==> config.mk <==
export PLATFORM = sky130hd
export DESIGN_NAME = fruit_spawn_scheduler
export DESIGN_NICKNAME = d
export VERILOG_FILES = /design/src/rtl/fruit_spawn_scheduler.sv
export SDC_FILE = /design/constraint.sdc
export NUM_CORES = 1
export LEC_CHECK = 0
export ABC_AREA = 1
export CORE_ASPECT_RATIO = 1.75
export CORE_MARGIN = 2
export CORE_UTILIZATION = 35
export DETAILED_ROUTE_END_ITERATION = 10
export DONT_BUFFER_PORTS = 1
export SLEW_MARGIN = 20
export SYNTH_ARGS = -nofsm -noshare
export SYNTH_HDL_FRONTEND = slang
export SYNTH_SLANG_ARGS = --single-unit
==> constraint.sdc <==
create_clock -name frame_clk -period 2.35 [get_ports frame_clk]
set_input_delay 0.235 -clock frame_clk [delete_from_list [all_inputs] [get_ports frame_clk]]
set_output_delay 0.235 -clock frame_clk [all_outputs]
set_load 0.01 [all_outputs]
==> src/rtl/fruit_spawn_scheduler.sv <==
// Launch sequencer for the fruit mover pool: picks a free slot and LFSR-driven launch values each interval.
// Strobe lands interval+2 edges after run is sampled; holds in PICK while every slot is busy.
`timescale 1ns/1ps
module fruit_spawn_scheduler #(
    parameter int          NUM_SLOTS     = 4,
    parameter int          BASE_INTERVAL = 60,
    parameter int          MIN_INTERVAL  = 12,
    parameter int          STEP          = 4,
    parameter logic [15:0] LFSR_SEED     = 16'hACE1,
    parameter int          X_MIN         = 64,
    parameter int          X_SPAN_LOG2   = 9
) (
    input  logic                 frame_clk,
    input  logic                 Reset_n,
    input  logic                 run,
    input  logic [7:0]           cut_count,
    input  logic [NUM_SLOTS-1:0] slot_busy,
    output logic [NUM_SLOTS-1:0] new_fruit,
    output logic [9:0]           launch_x,
    output logic [9:0]           launch_vx,
    output logic [9:0]           launch_vy,
    output logic [3:0]           level,
    output logic [7:0]           spawn_count
);

    typedef enum logic [1:0] {
        ST_IDLE,
        ST_WAIT,
        ST_PICK,
        ST_LAUNCH
    } state_t;

    state_t      state;
    logic [7:0]  timer;
    logic [15:0] lfsr;
    logic        lfsr_fb;

    // Fibonacci taps 16,14,13,11; free-running so launch values vary with timing
    assign lfsr_fb = lfsr[15] ^ lfsr[13] ^ lfsr[12] ^ lfsr[10];

    always_ff @(posedge frame_clk or negedge Reset_n) begin
        if (!Reset_n) begin
            lfsr <= LFSR_SEED;
        end else if (lfsr == 16'd0) begin
            lfsr <= LFSR_SEED;
        end else begin
            lfsr <= {lfsr[14:0], lfsr_fb};
        end
    end

    logic [7:0]  lvl_div;
    logic [3:0]  level_nxt;
    logic [15:0] step_total;
    logic [7:0]  interval_nxt;

    assign lvl_div    = cut_count / 8'd5;
    assign level_nxt  = (lvl_div > 8'd15) ? 4'd15 : lvl_div[3:0];
    assign step_total = 16'(STEP) * {12'd0, level_nxt};

    // Clamp before subtracting so a high level can never wrap the interval
    always_comb begin
        interval_nxt = 8'(MIN_INTERVAL);
        if (16'(BASE_INTERVAL) >= step_total + 16'(MIN_INTERVAL)) begin
            interval_nxt = 8'(16'(BASE_INTERVAL) - step_total);
        end
    end

    logic [9:0] x_nxt;
    logic [9:0] vx_mag;
    logic [9:0] vx_nxt;
    logic [9:0] vy_nxt;

    assign x_nxt  = 10'(X_MIN) + 10'(lfsr[X_SPAN_LOG2-1:0]);
    assign vx_mag = {8'd0, lfsr[10:9]} + 10'd1;
    assign vx_nxt = (x_nxt < 10'd320) ? vx_mag : (10'd0 - vx_mag);
    assign vy_nxt = 10'd8 + {7'd0, lfsr[13:11]} + {7'd0, level[3:1]};

    logic [NUM_SLOTS-1:0] slot_free;
    logic [NUM_SLOTS-1:0] slot_pick;

    // Isolate the lowest set bit of the free mask: lowest free index, already one-hot
    assign slot_free = ~slot_busy;
    assign slot_pick = slot_free & (~slot_free + NUM_SLOTS'(1));

    always_ff @(posedge frame_clk or negedge Reset_n) begin
        if (!Reset_n) begin
            state       <= ST_IDLE;
            timer       <= 8'd0;
            new_fruit   <= '0;
            launch_x    <= 10'd0;
            launch_vx   <= 10'd0;
            launch_vy   <= 10'd0;
            level       <= 4'd0;
            spawn_count <= 8'd0;
        end else begin
            new_fruit <= '0;
            case (state)
                ST_IDLE: begin
                    if (run) begin
                        state <= ST_WAIT;
                        timer <= interval_nxt;
                        level <= level_nxt;
                    end
                end
                ST_WAIT: begin
                    if (!run) begin
                        state <= ST_IDLE;
                    end else if (timer == 8'd0) begin
                        state <= ST_PICK;
                    end else begin
                        timer <= timer - 8'd1;
                    end
                end
                ST_PICK: begin
                    if (!run) begin
                        state <= ST_IDLE;
                    end else if (|slot_free) begin
                        new_fruit <= slot_pick;
                        launch_x  <= x_nxt;
                        launch_vx <= vx_nxt;
                        launch_vy <= vy_nxt;
                        state     <= ST_LAUNCH;
                    end
                end
                ST_LAUNCH: begin
                    if (spawn_count != 8'hFF) begin
                        spawn_count <= spawn_count + 8'd1;
                    end
                    if (run) begin
                        state <= ST_WAIT;
                        timer <= interval_nxt;
                        level <= level_nxt;
                    end else begin
                        state <= ST_IDLE;
                    end
                end
                default: state <= ST_IDLE;
            endcase
        end
    end

endmodule

==> flow_metrics.py, run 1 <==
metrics = {
    "clock_tree": {
        "numCtsBuffers": 9,
        "htreeDepth": 3,
        "cts_root_buf": "clkbuf_16",
        "clock_latency_ns": 0.32,
        "cts_buffer_depth": 2,
        "path_clk_slew_ns": 0.05,
        "cts_num_sinks": 61,
        "cts_tree": "yes",
    },
    "sta": {
        "relSlewSlack": 0.561,
        "fmax_mhz": 392,
        "drv_slew": 0,
        "min_period_ns": 2.55,
        "hold_violations": 0,
        "holdWs_ns": 0.0435,
        "period_share": 1.09,
        "skew_ns": 0.00441,
        "tightest_slew_ns": 0.659,
        "setup_viol_count_final": 2,
        "setup_ws_ns": -0.201,
        "grt_setup_unrepaired": "yes",
    },
    "die": {
        "fp.dieH_um": 135,
        "rows": 47,
        "die-area_um2": 10600,
        "fp.dieW_um": 78.7,
        "io_pins": 61,
        "start_util": 0.361,
        "core-area_um2": 9470,
    },
    "setup_path": {
        "arrival_ns": 2.77,
        "required_ns": 2.56,
        "critPathLaunchType": "primary input",
        "crit_path_top_delay_cell": "a21o_1",
        "reg2reg_depth": 10,
        "reg2reg_from": "spawn_count[0]$_DFFE_PN0P_",
        "reg2reg_to": "spawn_count[7]$_DFFE_PN0P_",
        "crit_buf_inv": 7,
        "r2r_slack_ns": 0.41,
        "worstSetupPathType": "primary input to register",
        "max_stage_delay_ns": 0.19,
        "crit_family": "simple AND/OR/NAND/NOR gates",
        "cp_max_fo": 6,
        "crit_top_cell": "nand2_4",
        "endpoint_kind": "register",
    },
    "drt": {
        "drt_iter0_drc": 105,
        "drt_pass1_iterations": 4,
        "antenna_left": 0,
        "viasPerCell": 4.72,
        "drcViolationCount": 0,
        "num_vias": 2639,
        "wl_um": 7240,
        "wl_per_cell_um": 12.9,
    },
    "yosys": {
        "async_reset_ff_frac": 1.00,
        "synth-main-ff-cell": "dfrtp_1",
        "synth_warnings": 0,
        "synth_cell_type_count": 40,
        "postSynthAreaPerCell_um2": 8.36,
        "synthCells": 409,
        "synth_edf_count": 0,
        "yosysSeqAreaShare": 0.449,
        "synth_seq_cells": 61,
        "syn-cell-area_um2": 3420,
    },
    "final_layout": {
        "layout-drive-gt1-share": 0.236,
        "layout.nets": 467,
        "area_growth_pct": 23.9,
        "stdcell_count": 559,
        "n_antenna_cell": 0,
    },
    "global_routing": {
        "grt_start_max_net_pins": 62,
        "grt_overflow": 0,
        "grt_pass1_wl_um": 12100,
        "antenna_found_initial": 0,
        "grt_pass1_vias": 2710,
        "grtUsageTotal": 0.146,
    },
    "min_path": {
        "hold_depth": 2,
        "hp-class": "primary input to register",
        "min_to": "new_fruit[1]$_DFF_PN0_",
        "min_from": "slot_busy[0]",
    },
    "run_status": {
        "status": "complete, but fails checks",
        "violations": "negative setup slack",
    },
    "placement": {
        "numPortBuffers": 0,
        "place_congestion": 0.777,
        "place_inst": 533,
        "post-dp-hpwl_um": 5340,
    },
    "power": {
        "p_per_area_nw_per_um2": 1020,
        "peakVddDrop_mv": 0.439,
        "power_leakage_nw": 2.10,
        "p_total_w": 0.00433,
    },
    "job": {
        "max-cap-violations": 0,
    },
}
## power breakdown
| part | total [W] | internal, W | switching (W) | leakage, nW |
|---|---|---|---|---|
| registers | 0.00173 | 0.00135 | 0.000385 | 0.744 |
| logic | 0.00132 | 0.000533 | 0.000786 | 1.22 |
| clock network | 0.00128 | 0.000845 | 0.000440 | 0.143 |
| total | 0.00433 | 0.00272 | 0.00161 | 2.10 |
## cells in the mapped netlist, types with 2 or more instances
master     n  area (µm²)
nand2_1   88         330
xnor2_1    7        61.3
ha_1      18         225
a21oi_1   13        65.1
xor2_1     7        61.3
o21ai_1    2        10.0
a31oi_1    2        12.5
nand4_1    7        43.8
nor2_1    21        78.8
inv_1     59         221
dfstp_2    8         210
fa_1       2        40.0
nand2_4    4        45.0
clkbuf_1  12        45.0
nor3_1     8        40.0
nand2_2    9        56.3
o21ai_0   25         125
buf_4     11        82.6
and3_1     2        12.5
inv_2      6        22.5
dfrtp_1   53        1330
nand3_2    8        80.1
nand3_1   20         100
## sequential cells by signal, summed over array words and instances, names as in the netlist
signal,count
lfsr,16
launch_x,10
spawn_count,8
timer,8
launch_vy,5
launch_vx,4
level,4
new_fruit,4
state,2
## through the flow
stage                     instance area (µm²)  setup slack, ns  TNS, ns   util
final                                    4240           -0.201   -0.387  0.447
after global routing                     4240           -0.388   -0.809  0.447
after CTS                                4170           -0.187   -0.349  0.441
after detailed placement                 3650           -0.572    -1.60  0.386
after global placement                   3650           -0.497    -1.30  0.386
after floorplan                          3470           -0.375   -0.733      -
## cells in the final DEF, fill, tap and decap left out, types with 7 or more instances in the layout
| master | count |
|---|---|
| nor2_1 | 19 |
| ha_1 | 15 |
| dfstp_2 | 8 |
| nand3_4 | 7 |
| nand2_4 | 12 |
| xor2_1 | 7 |
| nor3_1 | 8 |
| inv_1 | 50 |
| o21ai_0 | 25 |
| nand2_1 | 83 |
| xnor2_1 | 7 |
| clkbuf_16 | 9 |
| inv_2 | 11 |
| nand4_1 | 7 |
| buf_4 | 25 |
| nand3_1 | 17 |
| a21oi_1 | 13 |
| dfrtp_1 | 53 |
## layer usage
metal,part of all wire,wire length (µm),track usage
met1,0.36,2640,0.143
met5,0,0,0
met2,0.57,4130,0.277
met4,0.026,186,0.0741
met3,0.039,279,0.0354
## worst max path at each step
stage / start / end / slack (ns) / cells after the start
2_1_floorplan: cut_count[7] / timer[3]$_DFFE_PN0P_ / -0.37 / 31
3_3_place_gp: cut_count[7] / timer[3]$_DFFE_PN0P_ / -0.50 / 31
3_5_place_dp: cut_count[7] / timer[3]$_DFFE_PN0P_ / -0.57 / 31
4_1_cts: cut_count[6] / timer[3]$_DFFE_PN0P_ / -0.19 / 31
5_1_grt: cut_count[7] / timer[3]$_DFFE_PN0P_ / -0.39 / 28
6_report: cut_count[7] / timer[3]$_DFFE_PN0P_ / -0.20 / 28
## what timing repair did
action                     4_1_cts  5_1_grt
resized for setup               28       12
pin swaps                       30       24
buffers inserted                 3        1
setup endpoints to repair        2        3
hold endpoints to repair        65        0
hold buffers                     6        0
## worst reg2reg max path: cells and delay by family (launching register included)
| family | cells | cell delay [ns] |
|---|---|---|
| XOR/XNOR | 1 | 0.18 |
| adder cells (fa/ha/maj) | 1 | 0.24 |
| flip-flops | 1 | 0.44 |
| AND/OR/NAND/NOR | 8 | 1.00 |
## logic make-up (layout without fill, tap and decap cells)
family,after synthesis,in the layout,synth area share
other,1,5,0.00110
flip-flops,61,61,0.449
buffers and inverters,88,112,0.109
AND/OR/NAND/NOR,173,173,0.242
XOR/XNOR,14,14,0.0359
adder cells (fa/ha/maj),20,20,0.0776
AO/OA/AOI/OAI,52,52,0.0853
## layout make-up
cell class              instances  area (µm²)
inverters                      65         262
clock inverters                 4        47.5
clock buffers                  12         246
fillers                       929        5230
flip-flops and latches         61        1540
well taps                     122         153
multi-input cells             264        1730
repair buffers                 31         265
Power figures use the tool's default switching activity.
==> run 2: changes to the inputs <==
REMOVE_ABC_BUFFERS = 1   (was not set)
==> flow_metrics.py, run 2 (synthesis results as in run 1) <==
metrics = {
    "setup_path": {
        "crit_family": "simple AND/OR/NAND/NOR gates",
        "arrival_ns": 2.83,
        "cp_cell_sequence": "a21o_1, nand2_4, nand3_4, nand2_4, a21oi_4, buf_4, a21oi_1, nor2_2, inv_2, nand3_4, nand2_4, inv_4, ha_4, or2_4, nand4_1, o21bai_4, nand2_2, inv_2, ha_4, inv_2, a31oi_4, nand2_1, nand2_1, nand2_1",
        "endpoint_kind": "register",
        "required_ns": 2.56,
        "crit_path_top_delay_cell": "ha_4",
        "cp_max_fo": 6,
        "max_stage_delay_ns": 0.24,
        "critPathLaunchType": "primary input",
        "crit_buf_inv": 5,
        "worstSetupPathType": "primary input to register",
    },
    "sta": {
        "setup_ws_ns": -0.270,
        "skew_ns": 0.00391,
        "drv_slew": 0,
        "setup_viol_count_final": 2,
        "period_share": 1.11,
        "relSlewSlack": 0.572,
        "setup_tns_ns": -0.522,
        "min_period_ns": 2.62,
        "fmax_mhz": 382,
        "tightest_slew_ns": 0.641,
        "hold_violations": 0,
        "holdWs_ns": 0.0267,
        "grt_setup_unrepaired": "yes",
    },
    "clock_tree": {
        "path_clk_slew_ns": 0.05,
        "cts_buffer_depth": 2,
        "cts_root_buf": "clkbuf_16",
        "cts_num_sinks": 61,
        "clock_latency_ns": 0.33,
        "cts_tree": "yes",
        "numCtsBuffers": 9,
        "htreeDepth": 3,
    },
    "power": {
        "p_switching_w": 0.00163,
        "peakVddDrop_mv": 0.574,
        "p_comb_frac": 0.309,
        "clockPowerShare": 0.290,
        "intPower_w": 0.00272,
        "p_per_area_nw_per_um2": 1020,
        "pwr-share-seq": 0.402,
        "power_leakage_nw": 2.13,
        "p_sw_frac": 0.375,
    },
    "drt": {
        "antenna_left": 0,
        "num_vias": 2664,
        "wl_per_cell_um": 13.0,
        "drt_iter0_drc": 137,
        "wl_um": 7310,
        "drt_pass1_iterations": 4,
        "viasPerCell": 4.72,
        "drcViolationCount": 0,
    },
    "placement": {
        "post-dp-hpwl_um": 5190,
        "pre_cts_slack_ns": -0.678,
        "dpl_cell_area_um2": 3620,
        "numPortBuffers": 0,
        "place_congestion": 0.767,
        "place_inst": 534,
    },
    "final_layout": {
        "top_regs": "lfsr: 16 flops, launch_x: 10 flops",
        "fin_area_um2": 4280,
        "area_growth_pct": 25.1,
        "n_antenna_cell": 0,
        "fillCellCount": 882,
        "layout.nets": 472,
        "layout-drive-gt1-share": 0.251,
        "mostFrequentLayoutCell": "nand2_1",
        "top_register": "lfsr",
        "layout_common_cells": "82 x nand2_1, 53 x dfrtp_1, 50 x inv_1, 30 x buf_4, 25 x o21ai_0",
        "largest_reg_flops": 16,
        "stdcell_count": 564,
    },
    "global_routing": {
        "grt_pass1_vias": 2831,
        "grt_pass1_wl_um": 12500,
        "grtUsageTotal": 0.148,
        "antenna_found_initial": 0,
        "grt_start_max_net_pins": 62,
        "grt_overflow": 0,
    },
    "die": {
        "core-area_um2": 9470,
        "fp.dieW_um": 78.7,
        "fp.dieH_um": 135,
        "io_pins": 61,
        "start_util": 0.361,
        "die-area_um2": 10600,
        "rows": 47,
    },
    "run_status": {
        "status": "complete, but fails checks",
        "violations": "negative setup slack",
    },
    "min_path": {
        "hp-class": "primary input to register",
    },
    "job": {
        "max-cap-violations": 0,
    },
}
[run 2: power groups by stage]
| stage | clock network, W | logic (W) | registers, W |
|---|---|---|---|
| floorplan | 0 | 0.000862 | 0.00168 |
| global placement | 0 | 0.00112 | 0.00176 |
| detailed placement | 0 | 0.00115 | 0.00177 |
| CTS | 0.00129 | 0.00129 | 0.00176 |
| global route | 0.00134 | 0.00157 | 0.00180 |
| finish | 0.00126 | 0.00134 | 0.00175 |
[run 2: routing by layer]
layer,global-route usage,part of all wire,vias to the layer above
met3,0.0354,0.054,15
met2,0.273,0.56,67
met5,0,0,-
met1,0.151,0.36,1247
met4,0.0789,0.023,0
li1,-,-,1335
[run 2: repair_timing]
action                     CTS  global route
setup endpoints to repair    2             4
pin swaps                   28            23
buffers inserted             7             2
hold endpoints to repair    65             0
gates resized for setup     35            15
hold buffers                 6             0
[run 2: final cells by class]
cell class | count | area, µm² | area share
clock buffer | 13 | 280 | 0.0655
clock inverter | 3 | 17.5 | 0.00410
inverter | 65 | 256 | 0.0600
multi-input combinational | 264 | 1730 | 0.405
sequential | 61 | 1540 | 0.359
tap | 122 | 153 | 0.0357
timing repair buffer | 36 | 303 | 0.0708
[run 2: worst paths after layout]
check,start,to,slack [ns],depth (start not counted)
max in group asynchronous,Reset_n,lfsr[13]$_DFF_PN1_,1.61,2
worst max register to register,spawn_count[0]$_DFFE_PN0P_,spawn_count[7]$_DFFE_PN0P_,0.45,10
worst min-delay path,slot_busy[0],new_fruit[1]$_DFF_PN0_,0.03,2
min in group asynchronous,Reset_n,spawn_count[5]$_DFFE_PN0P_,0.45,2
worst max-delay path,cut_count[7],timer[2]$_DFFE_PN0P_,-0.27,24
worst min register to register,lfsr[3]$_DFF_PN0_,lfsr[4]$_DFF_PN0_,0.38,0
[run 2: stage by stage]
| step | power [W] | utilization |
|---|---|---|
| after floorplan | 0.00254 | - |
| after global placement | 0.00288 | 0.383 |
| after detailed placement | 0.00293 | 0.383 |
| after CTS | 0.00433 | 0.444 |
| after global routing | 0.00471 | 0.452 |
| final | 0.00434 | 0.452 |
[run 2: worst register-to-register path: stages, from the launching register on]
cell and delay, ns:
dfrtp_1 0.45, ha_1 0.25, nand3_1 0.08, nor3_1 0.06
nand3_1 0.06, and2_1 0.21, nand4_1 0.15, nor2_1 0.11
nand2_1 0.08, nor3_1 0.19, xor2_1 0.17
==> run 3: changes to the inputs <==
CTS_BUF_LIST = sky130_fd_sc_hd__clkbuf_8   (was not set)
SKIP_LAST_GASP = 1   (was not set)
==> flow_metrics.py, run 3 (synthesis results as in run 1) <==
metrics = {
    "sta": {
        "setup_ws_ns": -0.253,
        "tightest_slew_ns": 0.642,
        "holdWs_ns": 0.0525,
        "skew_ns": 0.00593,
        "relSlewSlack": 0.572,
        "hold_violations": 0,
        "setup_viol_count_final": 2,
        "grt_setup_unrepaired": "yes",
        "period_share": 1.11,
        "drv_slew": 0,
        "fmax_mhz": 384,
        "min_period_ns": 2.60,
    },
    "drt": {
        "drcViolationCount": 0,
        "antenna_left": 0,
        "drt_pass1_iterations": 4,
        "viasPerCell": 4.66,
        "wl_per_cell_um": 12.8,
        "wl_um": 7230,
        "num_vias": 2626,
        "drt_iter0_drc": 115,
    },
    "global_routing": {
        "grt_pass1_wl_um": 12400,
        "grt_start_max_net_pins": 62,
        "grtUsageTotal": 0.147,
        "grt_pass1_vias": 2828,
        "grt_overflow": 0,
        "antenna_found_initial": 0,
    },
    "setup_path": {
        "required_ns": 2.58,
        "critPathLaunchType": "primary input",
        "worstSetupPathType": "primary input to register",
        "crit_path_top_delay_cell": "ha_4",
        "crit_buf_inv": 5,
        "cp_cell_sequence": "a21o_1, nand2_4, nand3_4, nand2_4, a21oi_4, buf_4, a21oi_1, nor2_2, inv_2, nand3_4, nand2_4, inv_4, ha_4, or2_4, nand4_1, o21bai_4, nand2_2, inv_2, ha_4, inv_2, a31oi_4, nand2_1, nand2_1, nand2_1",
        "endpoint_kind": "register",
        "arrival_ns": 2.83,
        "max_stage_delay_ns": 0.24,
        "cp_max_fo": 6,
        "crit_family": "simple AND/OR/NAND/NOR gates",
    },
    "run_status": {
        "status": "complete, but fails checks",
        "violations": "negative setup slack",
    },
    "clock_tree": {
        "cts_buffer_depth": 2,
        "cts_tree": "yes",
        "htreeDepth": 3,
        "cts_num_sinks": 61,
        "cts_root_buf": "clkbuf_8",
        "numCtsBuffers": 9,
        "clock_latency_ns": 0.34,
        "path_clk_slew_ns": 0.06,
    },
    "power": {
        "power_leakage_nw": 2.08,
        "p_comb_frac": 0.339,
        "p_sw_frac": 0.399,
        "intPower_w": 0.00238,
        "p_switching_w": 0.00158,
        "pwr-share-seq": 0.439,
        "clockPowerShare": 0.223,
        "peakVddDrop_mv": 0.402,
        "p_per_area_nw_per_um2": 951,
    },
    "die": {
        "start_util": 0.361,
        "core-area_um2": 9470,
        "rows": 47,
        "die-area_um2": 10600,
        "io_pins": 61,
        "fp.dieW_um": 78.7,
        "fp.dieH_um": 135,
    },
    "final_layout": {
        "area_growth_pct": 22.1,
        "top_register": "lfsr",
        "layout_common_cells": "82 x nand2_1, 53 x dfrtp_1, 50 x inv_1, 30 x buf_4, 25 x o21ai_0",
        "mostFrequentLayoutCell": "nand2_1",
        "top_regs": "lfsr: 16 flops, launch_x: 10 flops",
        "layout-drive-gt1-share": 0.251,
        "stdcell_count": 564,
        "n_antenna_cell": 0,
        "layout.nets": 472,
        "largest_reg_flops": 16,
    },
    "min_path": {
        "hp-class": "primary input to register",
    },
    "placement": {
        "place_congestion": 0.767,
        "place_inst": 534,
        "post-dp-hpwl_um": 5190,
        "numPortBuffers": 0,
    },
    "job": {
        "max-cap-violations": 0,
    },
}
run 3: cell count changes in the layout (fill, tap and decap cells not counted):
cell / change
clkbuf_8: +9
clkbuf_16: -9
run 3: per-stage QoR:
step / util / setup slack (ns) / area, µm² / total power, W / setup TNS (ns)
global placement: 0.383 / -0.509 / 3620 / 0.00288 / -1.22
detailed placement: 0.383 / -0.678 / 3620 / 0.00293 / -1.82
CTS: 0.433 / -0.223 / 4100 / 0.00396 / -0.444
finish: 0.441 / -0.253 / 4180 / 0.00397 / -0.491
global route: 0.441 / -0.434 / 4180 / 0.00433 / -0.945
floorplan: - / -0.421 / 3310 / 0.00254 / -0.827
run 3: power groups by stage:
stage          clock [W]  combinational [W]  sequential [W]
2_1_floorplan          0           0.000862         0.00168
5_1_grt         0.000957            0.00157         0.00180
3_5_place_dp           0            0.00115         0.00177
6_report        0.000884            0.00134         0.00174
3_3_place_gp           0            0.00112         0.00176
4_1_cts         0.000918            0.00129         0.00175
run 3: timing repair:
action	4_1_cts	5_1_grt
hold buffers	6	0
pin swaps	28	23
hold endpoints to repair	65	0
setup endpoints to repair	2	4
setup buffers	7	2
resized for setup	35	15
run 3: area by class of cell:
| class | instances | area (µm²) |
|---|---|---|
| Sequential cell | 61 | 1540 |
| Fill cell | 888 | 5290 |
| Inverter | 65 | 256 |
| Clock buffer | 13 | 179 |
| Clock inverter | 3 | 17.5 |
| Tap cell | 122 | 153 |
| Timing Repair Buffer | 36 | 303 |
| Multi-Input combinational cell | 264 | 1730 |
run 3: per-layer routing:
metal	part of all wire	wire length, µm	GRT usage
met2	0.56	4080	0.273
met1	0.37	2650	0.150
met5	0	0	0
met3	0.047	340	0.0294
met4	0.022	159	0.0819
run 3: worst paths after layout:
check                                startpoint                     end  slack [ns]  cells past startpoint
setup / recovery                   cut_count[7]    timer[2]$_DFFE_PN0P_       -0.25                     24
hold / removal                     slot_busy[1]  new_fruit[2]$_DFF_PN0_        0.05                      2
max in group asynchronous               Reset_n       lfsr[7]$_DFF_PN1_        1.62                      2
setup reg to reg           state[1]$_DFFE_PN0P_    timer[6]$_DFFE_PN0P_        0.42                      7
hold reg to reg               lfsr[2]$_DFF_PN0_       lfsr[3]$_DFF_PN0_        0.38                      0
min in group asynchronous               Reset_n    timer[1]$_DFFE_PN0P_        0.42                      2
